**src/rtl/jtag_shift_engine.sv**
```systemverilog
// JTAG shift engine: takes one command of up to MAX_BITS TMS/TDI bits, generates TCK,
// drives TMS/TDI to the TAP, captures TDO and returns it as a single response word.
module jtag_shift_engine #(
    parameter int CLK_DIV     = 4,
    parameter int MAX_BITS    = 32,
    parameter int TRST_CYCLES = 8
) (
    input  logic                ps7_clk,
    input  logic                ps7_rst_n,
    input  logic                cmd_valid_i,
    output logic                cmd_ready_o,
    input  logic                cmd_trst_i,
    input  logic [5:0]          cmd_len_i,
    input  logic [MAX_BITS-1:0] cmd_tms_i,
    input  logic [MAX_BITS-1:0] cmd_tdi_i,
    output logic                rsp_valid_o,
    input  logic                rsp_ready_i,
    output logic [MAX_BITS-1:0] rsp_tdo_o,
    output logic                busy_o,
    output logic                tck_o,
    output logic                trst_no,
    output logic                tms_o,
    output logic                tdi_o,
    input  logic                tdo_i
);

    localparam int DW = $clog2(CLK_DIV);
    localparam int BW = $clog2(MAX_BITS);
    localparam int TW = $clog2(TRST_CYCLES + 1);

    if (CLK_DIV < 4) begin : g_bad_clk_div
        $error("jtag_shift_engine: CLK_DIV must be >= 4");
    end

    typedef enum logic [2:0] {IDLE, TRST, LOW, HIGH, DONE} state_t;

    state_t              state_q, state_d;
    logic [DW-1:0]       div_q, div_d;
    logic [TW-1:0]       trst_cnt_q, trst_cnt_d;
    logic [5:0]          idx_q, idx_d, idx_inc;
    logic [5:0]          len_q, len_d, len_clamp;
    logic [MAX_BITS-1:0] tms_q, tms_d, tdi_q, tdi_d, rsp_tdo_d;
    logic                tms_bit_d, tdi_bit_d;
    logic                tck_d, trst_n_d, ready_d, rsp_valid_d, busy_d;
    logic                tdo_meta_q, tdo_sync_q;

    always_comb begin
        state_d     = state_q;
        div_d       = div_q;
        trst_cnt_d  = trst_cnt_q;
        idx_d       = idx_q;
        len_d       = len_q;
        tms_d       = tms_q;
        tdi_d       = tdi_q;
        rsp_tdo_d   = rsp_tdo_o;
        tms_bit_d   = tms_o;
        tdi_bit_d   = tdi_o;
        idx_inc     = idx_q + 6'd1;
        len_clamp   = (cmd_len_i > 6'(MAX_BITS)) ? 6'(MAX_BITS) : cmd_len_i;

        case (state_q)
            IDLE: begin
                if (cmd_valid_i && cmd_ready_o) begin
                    len_d      = len_clamp;
                    tms_d      = cmd_tms_i;
                    tdi_d      = cmd_tdi_i;
                    rsp_tdo_d  = '0;
                    idx_d      = '0;
                    div_d      = '0;
                    trst_cnt_d = '0;
                    if (cmd_trst_i) begin
                        state_d   = TRST;
                        tms_bit_d = 1'b1;
                    end else if (len_clamp != 6'd0) begin
                        state_d   = LOW;
                        tms_bit_d = cmd_tms_i[0];
                        tdi_bit_d = cmd_tdi_i[0];
                    end else begin
                        state_d = DONE;
                    end
                end
            end
            TRST: begin
                if (trst_cnt_q == TW'(TRST_CYCLES - 1)) begin
                    if (len_q != 6'd0) begin
                        state_d   = LOW;
                        tms_bit_d = tms_q[0];
                        tdi_bit_d = tdi_q[0];
                    end else begin
                        state_d = DONE;
                    end
                end else begin
                    trst_cnt_d = trst_cnt_q + TW'(1);
                end
            end
            LOW: begin
                // TDO is sampled as late as possible in the low phase so the
                // two-flop synchroniser has settled on the TAP's output.
                if (div_q == DW'(CLK_DIV - 1)) begin
                    div_d                    = '0;
                    rsp_tdo_d[idx_q[BW-1:0]] = tdo_sync_q;
                    state_d                  = HIGH;
                end else begin
                    div_d = div_q + DW'(1);
                end
            end
            HIGH: begin
                if (div_q == DW'(CLK_DIV - 1)) begin
                    div_d = '0;
                    idx_d = idx_inc;
                    if (idx_inc == len_q) begin
                        state_d = DONE;
                    end else begin
                        state_d   = LOW;
                        tms_bit_d = tms_q[idx_inc[BW-1:0]];
                        tdi_bit_d = tdi_q[idx_inc[BW-1:0]];
                    end
                end else begin
                    div_d = div_q + DW'(1);
                end
            end
            DONE: begin
                if (rsp_ready_i) begin
                    state_d = IDLE;
                end
            end
            default: state_d = IDLE;
        endcase

        // Every port-level strobe is a pure function of the next state, so
        // registering them keeps outputs glitch-free and aligned with the FSM.
        tck_d       = (state_d == HIGH);
        trst_n_d    = (state_d != TRST);
        ready_d     = (state_d == IDLE);
        rsp_valid_d = (state_d == DONE);
        busy_d      = (state_d != IDLE);
    end

    always_ff @(posedge ps7_clk or negedge ps7_rst_n) begin
        if (!ps7_rst_n) begin
            state_q     <= IDLE;
            div_q       <= '0;
            trst_cnt_q  <= '0;
            idx_q       <= '0;
            len_q       <= '0;
            tms_q       <= '0;
            tdi_q       <= '0;
            rsp_tdo_o   <= '0;
            tck_o       <= 1'b0;
            trst_no     <= 1'b0;
            tms_o       <= 1'b1;
            tdi_o       <= 1'b0;
            cmd_ready_o <= 1'b0;
            rsp_valid_o <= 1'b0;
            busy_o      <= 1'b0;
            tdo_meta_q  <= 1'b0;
            tdo_sync_q  <= 1'b0;
        end else begin
            state_q     <= state_d;
            div_q       <= div_d;
            trst_cnt_q  <= trst_cnt_d;
            idx_q       <= idx_d;
            len_q       <= len_d;
            tms_q       <= tms_d;
            tdi_q       <= tdi_d;
            rsp_tdo_o   <= rsp_tdo_d;
            tck_o       <= tck_d;
            trst_no     <= trst_n_d;
            tms_o       <= tms_bit_d;
            tdi_o       <= tdi_bit_d;
            cmd_ready_o <= ready_d;
            rsp_valid_o <= rsp_valid_d;
            busy_o      <= busy_d;
            tdo_meta_q  <= tdo_i;
            tdo_sync_q  <= tdo_meta_q;
        end
    end

endmodule

```
**config.mk**
```make
export PLATFORM = sky130hd
export DESIGN_NAME = jtag_shift_engine
export DESIGN_NICKNAME = d
export VERILOG_FILES = /design/src/rtl/jtag_shift_engine.sv
export SDC_FILE = /design/constraint.sdc
export NUM_CORES = 1
export LEC_CHECK = 0
export CORE_MARGIN = 1.5
export CORE_UTILIZATION = 47
export DETAILED_ROUTE_END_ITERATION = 8
export GPL_TIMING_DRIVEN = 1
export PLACE_DENSITY = 0.79
export SYNTH_ARGS = -nofsm -noshare
export SYNTH_HDL_FRONTEND = slang
export SYNTH_SLANG_ARGS = --single-unit
export TNS_END_PERCENT = 10
```
**constraint.sdc**
```tcl
create_clock -name ps7_clk -period 2.8 [get_ports ps7_clk]
set_clock_uncertainty 0.05 [all_clocks]
set_input_delay 0.84 -clock ps7_clk [delete_from_list [all_inputs] [get_ports ps7_clk]]
set_output_delay 0.84 -clock ps7_clk [all_outputs]
set_load 0.005 [all_outputs]
```
==> out/results.env, run 1 <==
DIE_Y_UM=116
CRITICAL_PATH.MAX_FANOUT=9
GRT_UTIL_MET3_PCT=5.35
ASYNCSETRESETFLOPFRACSYNTH_PCT=100
CLK_PIN_SLEW_PS=50
CHIPWIDTH_UM=116
FINALMAXSLEWVIOLATIONS=0
P_SWITCHING_mW=2.59
SETUP.REG_TO_REG.WORST_SLACK_PS=210
FINAL_LAYOUT_SIZE_SUFFIX_GT1_SHARE_PCT=8.61
RUN_STATUS='complete, no violations'
GPL.FINAL_WEIGHTED_CONGESTION=0.864
LAYOUT-AREA-OVERHEAD-VS-SYNTH_PCT=32.0
TIMING.REG2REG.WORST_PATH_DEPTH=7
PERIOD_UTILIZATION_POST_ROUTE_PCT=92.6
SYNTH_ENABLE_FLOP_CELLS=0
TIMING.HOLD.WORST_PATH_DEPTH=0
INITIALDRTVIOLATIONCOUNT=438
REG_POWER_SHARE_PCT=38.1
FLOORPLAN.DIE_AREA_MM2=0.0135
WORST_IR_DROP_VDD_mV=0.434
ROUTED_WIRELENGTH_MM=14.7
PORT_BUFFERS=114
CORE_MM2=0.0126
PLACEMENT_ROWS=41
CLOCK_SINK_COUNT=126
GRT_PASS1_WL_MM=23.9
CTS_TREE='yes'
DESIGN.PORTCOUNT=115
PLACED_CELL_AREA_MM2=0.00740
WORSTHOLDENDPOINT='tdo_sync_q'
ANTENNA_FOUND_INITIAL=0
SYNTH_SEQ_AREA_SHARE_PCT=52.3
CLOCK_PERIOD_MINUS_WORST_SLACK_PS=2590
HOLD_CLASS='flip-flop to flip-flop'
WORSTPATHREQUIRED_PS=3080
FINALNONFILLERCELLS=927
LEAKAGEPOWER_nW=3.69
END_OF_THE_WORST_REGISTER_TO_REGISTER_PATH='tms_o'
MAX-CAP-VIOLATIONS=0
MAXCLOCKFREQUENCY_MHz=385
ROUTE.DETAILED.DRC=0
STARTPOINT_TYPE_OF_THE_WORST_SETUP_PATH='flip-flop'
CTSROOTBUFFERMASTER='sky130_fd_sc_hd__clkbuf_16'
YS_SEQ_ELEMENTS=126
NUMBER_OF_WARNINGS_PRINTED_DURING_YOSYS_SYNTHESIS=0
WORST_SLEW_MARGIN_RELATIVE_TO_ITS_LIMIT_PCT=52.8
POST_SYNTH_INSTANCE_AREA_MM2=0.00603
GRT_PASS1_VIAS=5027
NETLIST_INSTANCES=630
DETAIL_ROUTE.VIAS_PER_CELL=5.41
DETAILEDPLACEMENTHPWL_MM=10.2
CP_DATA_ARRIVAL_TIME_PS=2880
MAPPED_AVG_CELL_AREA_UM2=9.58
R2R-START='idx_q[1]'
ANTENNA_CELLS_INSERTED=0
LAYOUT.CORE_UTILIZATION_PCT=63.4
DP_CELLS=895
USE_MET1_PCT=29.6
SWITCHING_SHARE_PCT=33.5
FINALSETUPVIOLATIONS=0
HOLD_VIOL_FINAL=0
INITIAL_UTILIZATION_PCT=48.0
ANTENNA_LEFT=0
WORST_MIN_PATH_START='tdo_meta_q'
TIMING_WORST_SLEW_PIN_VALUE_PS=703
GRT-OVFL-TOTAL=0
AVGROUTEDWIREPERCELL_UM=15.8
VIAS=5015
GRT_SETUP_UNREPAIRED='false'
CLOCK_LATENCY_PS=410
H-TREE-DEPTH=4
POSTSYNTHNETCOUNT=712
DRT-PASS1-ITER-COUNT=7
CLOCK_PATH_BUFFERS=2
FINALINSTANCEAREA_MM2=0.00797
CRIT_PATH_END_KIND='flip-flop'
SYNTHFLOPTYPE='sky130_fd_sc_hd__dfrtp_1'
MET2_ROUTING_RESOURCE_USAGE_AFTER_GLOBAL_ROUTING_PCT=38.1
POWER.DENSITY_CELL_AREA_mW_PER_MM2=972
INTERNAL_POWER_mW=5.16
POWER.CLOCK.FRACTION_PCT=26.7
P_COMB_SHARE_PCT=35.1
SETUP_TNS_PS=0
TRACK_USAGE_PCT=22.8
WORSTSETUPPATHTYPE='flip-flop to flip-flop'
GLOBAL_ROUTE.PEAK_USAGE_LAYER='met2'
FINISH.NET_COUNT=824
TRITONCTS.NUM_BUFFERS=17
GRT_START_MAX_NET_PINS=127
SYNTHDISTINCTLIBCELLS=52
-- logic make-up after synthesis --
kind of cell               Yosys count  share of synthesized area, %
AOI/OAI and AO/OA                   90                          10.8
adders and majority gates            6                          1.24
buffers and inverters               44                          2.90
and+or+nand+nor                    323                          22.4
muxes                               27                          8.42
DFF                                126                          52.3
xor gates and xnor gates            14                          2.03
-- cell usage after synthesis (3+ instances only) --
library cell | n | area (µm²)
sky130_fd_sc_hd__xnor2_1 | 8 | 70.1
sky130_fd_sc_hd__nand2_1 | 247 | 927
sky130_fd_sc_hd__o21ai_0 | 27 | 135
sky130_fd_sc_hd__a32o_1 | 16 | 160
sky130_fd_sc_hd__o211ai_1 | 15 | 113
sky130_fd_sc_hd__a21oi_1 | 8 | 40.0
sky130_fd_sc_hd__mux4_2 | 11 | 248
sky130_fd_sc_hd__nor3_1 | 6 | 30.0
sky130_fd_sc_hd__xor2_1 | 6 | 52.6
sky130_fd_sc_hd__and3_1 | 4 | 25.0
sky130_fd_sc_hd__ha_1 | 6 | 75.1
sky130_fd_sc_hd__nand3_1 | 14 | 70.1
sky130_fd_sc_hd__dfrtp_1 | 125 | 3130
sky130_fd_sc_hd__nor2_1 | 22 | 82.6
sky130_fd_sc_hd__nand3b_1 | 7 | 52.6
sky130_fd_sc_hd__mux4_1 | 6 | 158
sky130_fd_sc_hd__clkbuf_1 | 31 | 116
sky130_fd_sc_hd__and2_1 | 8 | 50.1
sky130_fd_sc_hd__nor2b_1 | 3 | 18.8
sky130_fd_sc_hd__mux2i_1 | 8 | 80.1
sky130_fd_sc_hd__nand2b_1 | 3 | 18.8
sky130_fd_sc_hd__inv_1 | 10 | 37.5
-- final cells by class --
type,instances,area (µm²)
multi-input combinational,460,2720
fill,1007,4600
sequential,126,3160
clock buffer,21,470
tap,172,215
timing repair buffer,127,1270
inverter,10,37.5
clock inverter,11,91.3
-- metal layers --
layer,wire (µm),vias up,share of wire [%]
met5,0,-,0
met4,206,0,1.4
met3,922,28,6.3
met2,7340,199,50
met1,6180,2393,42
li1,-,2395,-
-- cells in the final DEF (no fill, tap or decap), drive strengths merged, types with 2 or more instances in the layout --
cell type	count
nor4	3
o32ai	2
a22o	2
and3	4
ha	6
dfrtp	125
nor3	6
a21o	2
a21oi	8
nand4	2
clkinv	7
clkdlybuf4s50	113
nand2b	3
o311ai	2
a32o	16
nor2b	3
and2	8
xnor2	8
xor2	6
buf	14
nand3	14
o31ai	2
clkinvlp	3
mux4	17
o211ai	15
nand3b	7
clkbuf	21
mux2i	8
nor2	22
nand2	247
mux2	2
inv	10
o21ai	28
-- worst max-delay path: stages (launching register included) --
cell and delay, ps:
sky130_fd_sc_hd__dfrtp_1 400, sky130_fd_sc_hd__inv_1 110, sky130_fd_sc_hd__ha_1 510, sky130_fd_sc_hd__mux4_2 350, sky130_fd_sc_hd__mux4_2 470, sky130_fd_sc_hd__o21ai_1 130
sky130_fd_sc_hd__a21oi_1 70, sky130_fd_sc_hd__o41a_1 440
-- power by group through the flow --
stage / combinational, mW / clock (mW) / sequential [mW]
3_3_place_gp: 2.59 / 0 / 2.92
5_1_grt: 2.99 / 2.18 / 3.02
3_5_place_dp: 2.70 / 0 / 2.97
4_1_cts: 2.73 / 2.09 / 2.95
6_report: 2.72 / 2.07 / 2.96
2_1_floorplan: 1.81 / 0 / 2.80
-- through the flow --
step	setup slack, ps	power, mW	hold WS (ps)
floorplan	76.7	4.61	281
detailed placement	98.1	5.67	298
global placement	199	5.52	299
CTS	152	7.77	303
global route	35.6	8.19	317
finish	206	7.75	300
-- sequential cells by signal, summed over array words and instances, names as in the netlist --
signal,cells
rsp_tdo_o,32
tdi_q,32
tms_q,32
idx_q,6
len_q,6
trst_cnt_q,4
state_q,3
div_q,2
busy_o,1
cmd_ready_o,1
rsp_valid_o,1
tck_o,1
tdi_o,1
tdo_meta_q,1
tdo_sync_q,1
tms_o,1
trst_no,1
-- how the worst max path moves through the flow --
stage | startpoint | end | slack [ps] | depth (start not counted)
2_1_floorplan | idx_q[0] | tms_o | 80 | 10
3_3_place_gp | cmd_valid_i | busy_o | 200 | 4
3_5_place_dp | cmd_len_i[5] | tdi_o | 100 | 7
4_1_cts | idx_q[0] | tdi_o | 150 | 8
5_1_grt | idx_q[0] | tms_o | 40 | 8
6_report | idx_q[1] | tms_o | 210 | 7
-- timing repair --
action	CTS	global route
resized for setup	0	2
setup endpoints to repair	0	1
buffers inserted	0	0
hold buffers	0	0
Note: power is estimated with default switching activity, not from simulation.
==> inputs of run 2 (changes only) <==
CAP_MARGIN = 0   (was unset)
==> results of run 2 <==
No change in the layout: final DEF, timing and power equal those of run 1.
